**src/rtl/avg_channel_scheduler_pkg.sv**
```systemverilog
// Shared sample width, channel-count limit and the widened sum type for the
// channel-scheduled moving-average block.
package avg_channel_scheduler_pkg;

  localparam int word_width       = 16;
  localparam int AVG_SCHED_MAX_CH = 4;

  // One extra bit so the two-tap sum of signed samples never overflows.
  typedef logic [word_width:0] avg_sum_t;

endpackage

```
**src/rtl/avg_channel_scheduler_rr_pick.sv**
```systemverilog
// Round-robin picker: zero latency; the first request at or above ptr wins,
// wrapping modulo NUM_CH. No backpressure; it only reports a choice.
module rr_pick
  import avg_channel_scheduler_pkg::*;
#(
  parameter int NUM_CH = 2,
  parameter int CH_W   = $clog2(NUM_CH)
) (
  input  logic [NUM_CH-1:0] req,
  input  logic [CH_W-1:0]   ptr,
  output logic              gnt_vld,
  output logic [CH_W-1:0]   gnt_idx
);

  logic [CH_W:0]   wide;
  logic [CH_W-1:0] idx;

  // Walk offsets from farthest to nearest so the closest request overwrites.
  always_comb begin
    gnt_vld = 1'b0;
    gnt_idx = '0;
    wide    = '0;
    idx     = '0;
    for (int k = NUM_CH - 1; k >= 0; k--) begin
      wide = {1'b0, ptr} + (CH_W + 1)'(k);
      if (wide >= (CH_W + 1)'(NUM_CH)) begin
        wide = wide - (CH_W + 1)'(NUM_CH);
      end
      idx = wide[CH_W-1:0];
      if (req[idx]) begin
        gnt_vld = 1'b1;
        gnt_idx = idx;
      end
    end
  end

endmodule

```
**src/rtl/avg_channel_scheduler.sv**
```systemverilog
// Shares one two-tap averager across NUM_CH streams; output 2 cycles after capture when uncontested.
// No backpressure: a full, ungranted slot drops new samples (sticky overflow); AVG_SCHED_DROP_CNT_EN adds drop_cnt.
module avg_channel_scheduler
  import avg_channel_scheduler_pkg::*;
#(
  parameter  int NUM_CH = 2,
  localparam int CH_W   = $clog2(NUM_CH)
) (
  input  logic                         clk,
  input  logic                         rst,
  input  logic [NUM_CH-1:0]            ch_enable,
  input  logic [NUM_CH*word_width-1:0] ch_sample_in,
  input  logic [NUM_CH-1:0]            ch_sample_valid,
  input  logic                         hist_clr,
  input  logic                         overflow_clr,
  output logic [NUM_CH-1:0]            ch_busy,
  output logic [word_width-1:0]        sample_out,
  output logic [CH_W-1:0]              sample_out_ch,
  output logic                         sample_out_valid,
  output logic [NUM_CH-1:0]            overflow
`ifdef AVG_SCHED_DROP_CNT_EN
  ,
  output logic [NUM_CH*8-1:0]          drop_cnt
`endif
);

  if (NUM_CH < 2 || NUM_CH > AVG_SCHED_MAX_CH) begin : g_num_ch_check
    $error("avg_channel_scheduler: NUM_CH out of range");
  end

  logic [NUM_CH-1:0]     slot_vld;
  logic [word_width-1:0] slot_dat [NUM_CH];
  logic [word_width-1:0] hist     [NUM_CH];
  logic [CH_W-1:0]       rr_ptr;

  logic                  gnt_vld;
  logic [CH_W-1:0]       gnt_idx;
  logic [NUM_CH-1:0]     gnt_oh;
  logic [NUM_CH-1:0]     take;
  logic [NUM_CH-1:0]     drop;
  logic [word_width-1:0] gnt_dat;
  logic [word_width-1:0] gnt_hist;
  logic [word_width-1:0] avg_dat;
  avg_sum_t              sum;

  rr_pick #(
    .NUM_CH (NUM_CH),
    .CH_W   (CH_W)
  ) u_rr_pick (
    .req     (slot_vld),
    .ptr     (rr_ptr),
    .gnt_vld (gnt_vld),
    .gnt_idx (gnt_idx)
  );

  always_comb begin
    gnt_oh = '0;
    for (int i = 0; i < NUM_CH; i++) begin
      gnt_oh[i] = gnt_vld && (gnt_idx == CH_W'(i));
    end
  end

  // A slot being granted this cycle frees up in time to accept a new sample.
  always_comb begin
    take = '0;
    drop = '0;
    for (int i = 0; i < NUM_CH; i++) begin
      take[i] = ch_sample_valid[i] && (!slot_vld[i] || gnt_oh[i]);
      drop[i] = ch_sample_valid[i] && slot_vld[i] && !gnt_oh[i];
    end
  end

  assign gnt_dat  = slot_dat[gnt_idx];
  assign gnt_hist = hist[gnt_idx];
  assign sum      = {gnt_dat[word_width-1], gnt_dat} + {gnt_hist[word_width-1], gnt_hist};
  assign avg_dat  = word_width'($signed(sum) >>> 1);
  assign ch_busy  = slot_vld;

  always_ff @(posedge clk or posedge rst) begin
    if (rst) begin
      slot_vld <= '0;
      for (int i = 0; i < NUM_CH; i++) begin
        slot_dat[i] <= '0;
      end
    end else begin
      for (int i = 0; i < NUM_CH; i++) begin
        if (take[i]) begin
          slot_vld[i] <= 1'b1;
          slot_dat[i] <= ch_sample_in[i*word_width +: word_width];
        end else if (gnt_oh[i]) begin
          slot_vld[i] <= 1'b0;
        end
      end
    end
  end

  // The granted output already used the old history, so the clear can win.
  always_ff @(posedge clk or posedge rst) begin
    if (rst) begin
      for (int i = 0; i < NUM_CH; i++) begin
        hist[i] <= '0;
      end
    end else if (hist_clr) begin
      for (int i = 0; i < NUM_CH; i++) begin
        hist[i] <= '0;
      end
    end else if (gnt_vld) begin
      hist[gnt_idx] <= gnt_dat;
    end
  end

  always_ff @(posedge clk or posedge rst) begin
    if (rst) begin
      rr_ptr <= '0;
    end else if (gnt_vld) begin
      rr_ptr <= (gnt_idx == CH_W'(NUM_CH - 1)) ? '0 : gnt_idx + 1'b1;
    end
  end

  always_ff @(posedge clk or posedge rst) begin
    if (rst) begin
      overflow <= '0;
    end else begin
      overflow <= drop | (overflow & ~{NUM_CH{overflow_clr}});
    end
  end

  always_ff @(posedge clk or posedge rst) begin
    if (rst) begin
      sample_out_valid <= 1'b0;
      sample_out       <= '0;
      sample_out_ch    <= '0;
    end else begin
      sample_out_valid <= gnt_vld;
      if (gnt_vld) begin
        sample_out    <= ch_enable[gnt_idx] ? avg_dat : gnt_dat;
        sample_out_ch <= gnt_idx;
      end
    end
  end

`ifdef AVG_SCHED_DROP_CNT_EN
  always_ff @(posedge clk or posedge rst) begin
    if (rst) begin
      drop_cnt <= '0;
    end else begin
      for (int i = 0; i < NUM_CH; i++) begin
        if (drop[i]) begin
          if (drop_cnt[i*8 +: 8] != 8'hFF) begin
            drop_cnt[i*8 +: 8] <= drop_cnt[i*8 +: 8] + 8'd1;
          end
        end else if (overflow_clr) begin
          drop_cnt[i*8 +: 8] <= '0;
        end
      end
    end
  end
`else
  // Without counters, drops are visible only through overflow.
`endif

endmodule

```
**config.mk**
```make
export PLATFORM = sky130hd
export DESIGN_NAME = avg_channel_scheduler
export DESIGN_NICKNAME = d
export VERILOG_FILES = /design/src/rtl/avg_channel_scheduler_pkg.sv /design/src/rtl/avg_channel_scheduler_rr_pick.sv /design/src/rtl/avg_channel_scheduler.sv
export SDC_FILE = /design/constraint.sdc
export NUM_CORES = 1
export LEC_CHECK = 0
export BUFFER_PORTS_ARGS = -buffer_cell sky130_fd_sc_hd__clkbuf_2
export CAP_MARGIN = 10
export CORE_UTILIZATION = 50
export DETAILED_ROUTE_END_ITERATION = 16
export GPL_TIMING_DRIVEN = 1
export PLACE_DENSITY = 0.68
export SLEW_MARGIN = 20
export SYNTH_ARGS = -nofsm -noshare
export SYNTH_HDL_FRONTEND = slang
export SYNTH_SLANG_ARGS = --single-unit
export TNS_END_PERCENT = 50
```
**constraint.sdc**
```tcl
create_clock -name clk -period 4.76 [get_ports clk]
set_clock_uncertainty 0.1 [all_clocks]
set_input_delay 0.238 -clock clk [delete_from_list [all_inputs] [get_ports clk]]
set_output_delay 0.238 -clock clk [all_outputs]
set_load 0.05 [all_outputs]
```
# Word-level counts from Yosys, hierarchy flattened
# Cells that the tools add are included.
# op_classes
addsub	5
bitwise_logic	5
n_reduce_logical	18
n_mux	29
magnitude_cmp	7
# ops
cell	n
two-way mux 16 bit	8
two-way mux 32 bit	2
bitwise mux 32 bit	1
adder 16 x 16 -> 17 bit	1
two-way mux 1 bit	17
demux 16 bit (select 1 bit)	1
logical AND 1 bit	9
less-than comparator 1 x 2 -> 1 bit (second input constant)	3
nonzero test 2 bit	3
>= comparator 2 bit (second input constant)	2
logical NOT 1 bit	4
adder 1 x 1 -> 2 bit (second input constant)	1
bitwise AND 2 bit	1
>= comparator 1 x 2 -> 1 bit (second input constant)	1
logical OR 1 bit	2
less-than comparator 2 x 1 -> 1 bit (second input constant)	1
NOT 1 -> 2 bit	1
NOT 2 bit	1
bitwise OR 2 bit	1
subtractor 1 bit (second input constant)	2
adder 1 bit (second input constant)	1
NOT 1 bit	1
# totals
regBits	87

# Longest topological paths before layout
# Gate-level depths: netlist of the first run.
# depth
ltp_word	15
ltp_mapped	17
ltp_nobuf	14

# By module
# From an unflattened synthesis of the first run, not the netlist that was laid out.
# unflattened
hier_cells	464
hier_area_um2	4636.9
# by_module_without_submodules
mod	cells_each	area_per_inst_um2	instances
avg_channel_scheduler	461	4619.4	1
rr_pick	3	17.5	1

# Least setup slack after synthesis of the first run
# OpenSTA, ideal clock, no wires.
# synth_timing
path_type	register -> register
start	register slot_vld[0] (netlist: ch_busy[0])
end	register sample_out[15]
stages_incl_launch_ff	18
arrival_ps	3599
setup_ps	129
n_path_buf	3
path_slack_ps	932
period_less_slack_ps	3828
cell_sequence	dfrtp_1 > nand2b_1 > nand2_1 > buf_2 > buf_2 > buf_1 > nand2_1 > nand2_1 > inv_1 > fa_1 > and2b_4 > a2111oi_0 > o31ai_1 > nand3_1 > a211oi_1 > nor2b_2 > nor4b_1 > o22ai_1
# synth_between
elab_chain_len	10
word_cells_on_any_way	19
# synth_rtl
item	line_no	rtl
start: declaration	avg_channel_scheduler.sv:31	logic [NUM_CH-1:0] slot_vld;
start signal: assignment	avg_channel_scheduler.sv:81	slot_vld <= '0;
start signal: indexed assignment	avg_channel_scheduler.sv:88	slot_vld[i] <= 1'b1;
start signal: indexed assignment	avg_channel_scheduler.sv:91	slot_vld[i] <= 1'b0;
two-way mux 1 bit (implied by the code) (2 in series)	avg_channel_scheduler_rr_pick.sv:30	if (req[idx]) begin
two-way mux 1 bit (2 in series)	avg_channel_scheduler_rr_pick.sv:30	
NOT 1 -> 2 bit (implied by the code)	avg_channel_scheduler.sv:73, avg_channel_scheduler.sv:74	
two-way mux 16 bit (on tied branches) (3 in series)	avg_channel_scheduler.sv:73, avg_channel_scheduler.sv:74	
adder 16 x 16 -> 17 bit	avg_channel_scheduler.sv:75	assign sum = {gnt_dat[word_width-1], gnt_dat} + {gnt_hist[word_width-1], gnt_hist};
two-way mux 16 bit	avg_channel_scheduler.sv:136	sample_out <= ch_enable[gnt_idx] ? avg_dat : gnt_dat;
end signal: assignment	avg_channel_scheduler.sv:136	
end: declaration	avg_channel_scheduler.sv:17	output logic [word_width-1:0] sample_out,
# Several ways; a longest one is shown, not always the timed one. The select of a mux whose other input is x is not followed.
# A chain may end at the register's enable or synchronous reset.

# Worst setup path in the final report of the first run
# Same ends and word-level chain as after synthesis.

==> results of run 1 <==
## kinds of logic after synthesis
family | Yosys count | share of synthesized area, %
AOI/OAI and AO/OA | 122 | 17.0
xor gates and xnor gates | 18 | 3.47
adders and majority gates | 14 | 4.03
buffers and inverters | 37 | 3.47
DFF | 87 | 48.0
muxes | 34 | 8.49
and+or+nand+nor | 165 | 15.5
## placed cells by master (no fill, tap or decap), types with 4 or more instances in the layout
cell and n:
a21o_1 5, a21oi_1 49, a22o_1 16, buf_4 8
clkbuf_2 61, clkbuf_8 10, dfrtp_1 87, dlygate4sd3_1 30
ha_1 13, inv_1 10, mux2_2 33, nand2_1 121
nand3_1 6, nand4_1 8, nor2_1 13, o21a_1 4
o21ai_0 25, xnor2_1 9, xor2_1 9
## path summary, 6_finish.rpt
check | from | to | cells past startpoint
max | ch_busy[0]$_DFFE_PP0P_ | sample_out[15]$_DFFE_PP0P_ | 13
min | ch_sample_in[24] | slot_dat[8]$_DFFE_PP0P_ | 2
max reg2reg | ch_busy[0]$_DFFE_PP0P_ | sample_out[15]$_DFFE_PP0P_ | 13
min reg2reg | sample_out[0]$_DFFE_PP0P_ | sample_out[0]$_DFFE_PP0P_ | 2
max in group asynchronous | rst | slot_dat[7]$_DFFE_PP0P_ | 4
min in group asynchronous | rst | slot_dat[29]$_DFFE_PP0P_ | 3
## metal layers
layer	GRT usage, %	vias up
li1	-	1831
met1	37.5	1834
met2	37.6	122
met3	3.53	10
met4	8.37	0
met5	0	-
## timing repair
action	in CTS	in global routing
endpoints found under the hold margin	73	0
hold buffers	30	0
resized for setup	0	0
## final cells by class
type,instances,area (um^2)
Tap cell,108,135
Inverter,12,46.3
Clock inverter,6,51.3
Timing Repair Buffer,99,666
Multi-Input combinational cell,353,2200
Fill cell,770,3350
Sequential cell,87,2180
Clock buffer,10,138
## cells in the mapped netlist, types with 2 or more instances
master     number  area, um^2
clkbuf_1        9        33.8
o22ai_1         3        18.8
o2111ai_1       3        26.3
a21oi_1        49         245
o21a_1          4        30.0
a2111oi_0       2        17.5
xnor2_1         9        78.8
nor2_1         13        48.8
nand4_1         8        50.1
mux2_2         33         372
ha_1           13         163
a211oi_1        2        15.0
dfrtp_1        87        2180
xor2_1          9        78.8
o21ai_1         2        10.0
nand2b_1        2        12.5
buf_1           6        22.5
inv_1          11        41.3
nand2_1       121         454
nor2b_1         3        18.8
a22o_1         16         140
nand3_1         6        30.0
o21ai_0        25         125
nor3_1          3        15.0
o31ai_1         3        22.5
buf_2           9        45.0
a21o_1          5        37.5
nor4b_1         2        17.5
## per-stage QoR
stage                     hold slack, ps  power (W)
final                               13.1    0.00331
after global routing                7.52    0.00354
after CTS                           1.24    0.00331
after detailed placement             278    0.00279
after global placement               287    0.00275
after floorplan                      237    0.00240
## worst max-delay path, cell delays in order (launching register included)
cell       delay (ps)
dfrtp_1           440
nand2b_1          180
and2_4            430
nand2_1           140
a21boi_0          200
fa_1              490
and2b_4           300
a2111oi_0          70
o31ai_1           300
nand3_1           180
a211oi_1          320
nor2b_2            90
nor4b_1           340
o22ai_1           120
## sequential cells by signal (all words and copies together), names as in the netlist
signal,cells
ch_busy,2
hist,32
overflow,2
rr_ptr,1
sample_out,16
sample_out_ch,1
sample_out_valid,1
slot_dat,32
## where the power goes
| part | internal [W] | switching, W |
|---|---|---|
| sequential | 0.000963 | 0.000166 |
| combinational | 0.000604 | 0.00108 |
| clock | 0.000212 | 0.000286 |
| total | 0.00178 | 0.00153 |
==> results.cfg, run 1 <==
[run_status]
status = complete, no violations

[finish]
utilization_pct = 61.8
final_cell_area_um2 = 5420
area_delta_synth_final_pct = 19.4
fin_nets = 616
diodes = 0
drive_above_1_share_pct = 22.4
final_cells = 675

[hold_path]
hp-class = in -> reg

[drt]
met3_length_um = 527
drc = 0
vias = 3797
drtAntennaViolNets = 0
wl_per_cell_um = 16.4
met2_wirelength_mm = 4.85
wl_mm = 11.1
drt_first_iter_violations = 212
highest_layer = met4
routed_via_density = 5.63
wl_met1_mm = 5.57
drtPass1Iterations = 4

[grt]
track_usage_pct = 25.1
grt_pass1_wl_mm = 18.7
gr-total-overflow = 0
grt_pass1_vias = 3750
grt_antenna_before_repair = 0
grt_max_degree = 45

[die]
num_rows = 34
dieArea_um2 = 9460
die_y_um = 97.3
coreArea_um2 = 8760
start_util_pct = 51.8
die_w_um = 97.3
ios = 62

[logic_synthesis]
synthesis.area_um2 = 4540
synth_ff_type = dfrtp_1
synth_cells = 477
ys_ff_latch = 87
syn_avg_cell_area_um2 = 9.51
syn_nets = 531
synth_cell_types = 47
synthArstFlopShare_pct = 100
synth_warnings = 0
synth_edf_count = 0
ys_seq_area_share_pct = 48.0

[clock_tree]
clkTransAtPathRegs_ps = 90
clockRootBuffer = clkbuf_8
clockBufferDepth = 2
htree_levels = 3
cts_tree = yes
postCtsSetupBuffers = 0
numCtsBuffers = 9
cts.sinks = 87
clock_latency_ps = 360

[timing]
setup_viol = 0
final.setup.tns_ps = 0
min_period_ps = 3810
worst_pin_slew_ps = 939
min_period_over_period_pct = 80.1
fin_ws_ps = 947
slew_viol_final = 0
fmax_ghz = 0.262
slew_headroom_pct = 36.2
hold_viol_final = 0
rsz0062_at_grt = no

[placed_design]
place_ws_ps = 1020
placed_area_um2 = 4930
place_hpwl_mm = 7.57
place_inst = 629
port_buffers = 61
place.gp.congestion = 0.879

[critical_path]
worst_ep_required_time_ps = 4900
path_max_fanout = 35
cp-start-kind = flop
rrSetupSlack_ps = 950
cp.arrival_ps = 3960
critPathKind = reg -> reg
critPathCaptureType = flop

[power]
power_density_nw_per_um2 = 612
p_leak_nw = 2.60
irDropWorstVdd_v = 0.000330

[flow_run]
cap_violations = 0
(Power assumes the default switching activity.)
==> inputs of run 2 (changes only) <==
PLACE_DENSITY = 0.71   (was 0.68)
clock period = 3.3 ns   (was 4.76 ns; I/O delays follow)
==> run 2 against run 1 <==
- critical path depth unchanged
- via count increased by 2.9%
- worst hold slack improved by 170 ps
- largest power group unchanged
- first-iteration DRC count increased by 20%
- design area increased by 4.2%
- sequential share of layout area decreased by 1.6 points
==> results.cfg, run 2 (synthesis results as in run 1) <==
[placed_design]
place_ws_ps = -69.2
port_buffers = 61
place_hpwl_mm = 7.65
place.gp.congestion = 0.919
place_inst = 640

[drt]
wl_mm = 11.1
drtPass1Iterations = 5
drtAntennaViolNets = 0
wl_per_cell_um = 16.0
vias = 3907
drc = 0
routed_via_density = 5.62
drt_first_iter_violations = 254

[flow_run]
cap_violations = 0

[die]
num_rows = 34
ios = 62
die_y_um = 97.3
start_util_pct = 51.8
die_w_um = 97.3
dieArea_um2 = 9460
coreArea_um2 = 8760

[clock_tree]
clock_latency_ps = 370
clockBufferDepth = 2
cts.sinks = 87
clkTransAtPathRegs_ps = 100
cts_tree = yes
clockRootBuffer = clkbuf_8
htree_levels = 3
numCtsBuffers = 9

[critical_path]
cp-start-kind = flop
critPathCaptureType = flop
critPathKind = reg -> reg
ff2ff_path_depth = 13
path_max_fanout = 7
cp.arrival_ps = 3320
worst_ep_required_time_ps = 3430

[finish]
reg.largest.list = hist: 32 flops, slot_dat: 32 flops, sample_out: 16 flops
diodes = 0
fillers = 695
final_cell_mix = 119 x nand2_1, 85 x dfrtp_1, 61 x clkbuf_2, 49 x a21oi_1, 37 x dlygate4sd3_1
fin_nets = 636
final_common_cell = nand2_1
final_cells = 695
multi_input_area_um2 = 2250
register_area_um2 = 2180
drive_above_1_share_pct = 25.6
area_delta_synth_final_pct = 24.3

[power]
combPwrFrac_pct = 51.9
p_sw_share_pct = 45.7
p_clk_share_pct = 14.7
power_density_nw_per_um2 = 868
internal_power_w = 0.00266
irDropWorstVdd_v = 0.000450
p_sw_w = 0.00224
seqPwrFrac_pct = 33.3
p_leak_nw = 2.69

[run_status]
status = complete, no violations

[timing]
hold_viol_final = 0
min_period_over_period_pct = 96.6
setup_viol = 0
fmax_ghz = 0.314
worst_pin_slew_ps = 861
slew_viol_final = 0
slew_headroom_pct = 42.4
rsz0062_at_grt = no
fin_ws_ps = 112
min_period_ps = 3190

[grt]
grt_pass1_vias = 3760
grt_max_degree = 49
track_usage_pct = 24.4
gr-total-overflow = 0
grt_antenna_before_repair = 0
grt_pass1_wl_mm = 18.5

[hold_path]
hp-class = in -> reg
whs_path_depth = 2
## run 2: final timing paths
| kind | startpoint | end | slack, ps |
|---|---|---|---|
| setup / recovery | ch_busy[0]$_DFFE_PP0P_ | sample_out[15]$_DFFE_PP0P_ | 110 |
| hold / removal | hist_clr | hist[8]$_DFFE_PP0P_ | 180 |
| setup reg to reg | ch_busy[0]$_DFFE_PP0P_ | sample_out[15]$_DFFE_PP0P_ | 110 |
| hold reg to reg | sample_out[3]$_DFFE_PP0P_ | sample_out[3]$_DFFE_PP0P_ | 400 |
| max in group asynchronous | rst | hist[4]$_DFFE_PP0P_ | 2100 |
| min in group asynchronous | rst | slot_dat[15]$_DFFE_PP0P_ | 310 |
## run 2: through the flow
stage	util, %	cell area [um^2]	hold WS [ps]	TNS, ps	total power [W]
global route	64.4	5640	176	0	0.00522
CTS	64.0	5610	165	0	0.00486
finish	64.4	5640	178	0	0.00490
global placement	57.6	5040	166	0	0.00403
floorplan	-	4600	164	-2.06	0.00352
detailed placement	57.6	5040	177	-97.7	0.00408
## run 2: critical path, cell delays in order (launching register included)
cell       delay, ps
dfrtp_2          430
nand2b_4         100
and2_4           190
nand2_1           80
a21boi_2         180
fa_1             430
and2b_4          320
a2111oi_0         80
o31ai_1          310
nand3_1          150
a211oi_2         280
nor2b_2           90
nor4b_2          210
o22ai_1          130
## run 2: power groups by stage
stage	clock, W	sequential [W]	combinational, W
after floorplan	0	0.00198	0.00154
after global placement	0	0.00164	0.00239
after detailed placement	0	0.00164	0.00244
after CTS	0.000736	0.00162	0.00250
after global routing	0.000777	0.00168	0.00277
final	0.000722	0.00163	0.00254
## run 2: routing by layer
layer / global-route usage (%) / part of all wire (%)
met5: 0 / 0
met3: 3.81 / 5.1
met1: 36.3 / 47
met2: 36.4 / 46
met4: 8.26 / 1.9
## run 2: cell type report
| class | instances | area share (%) |
|---|---|---|
| Timing Repair Buffer | 119 | 15.0 |
| Sequential cell | 87 | 38.6 |
| Tap cell | 108 | 2.40 |
| Multi-Input combinational cell | 353 | 39.8 |
| Clock inverter | 6 | 0.909 |
| Inverter | 12 | 0.821 |
| Clock buffer | 10 | 2.44 |
## run 2: timing repair
action	4_1_cts	5_1_grt
pin swaps	0	3
resized for setup	2	6
hold endpoints to repair	75	0
endpoints found under the setup margin	9	10
hold buffers	37	0
setup buffers	0	2
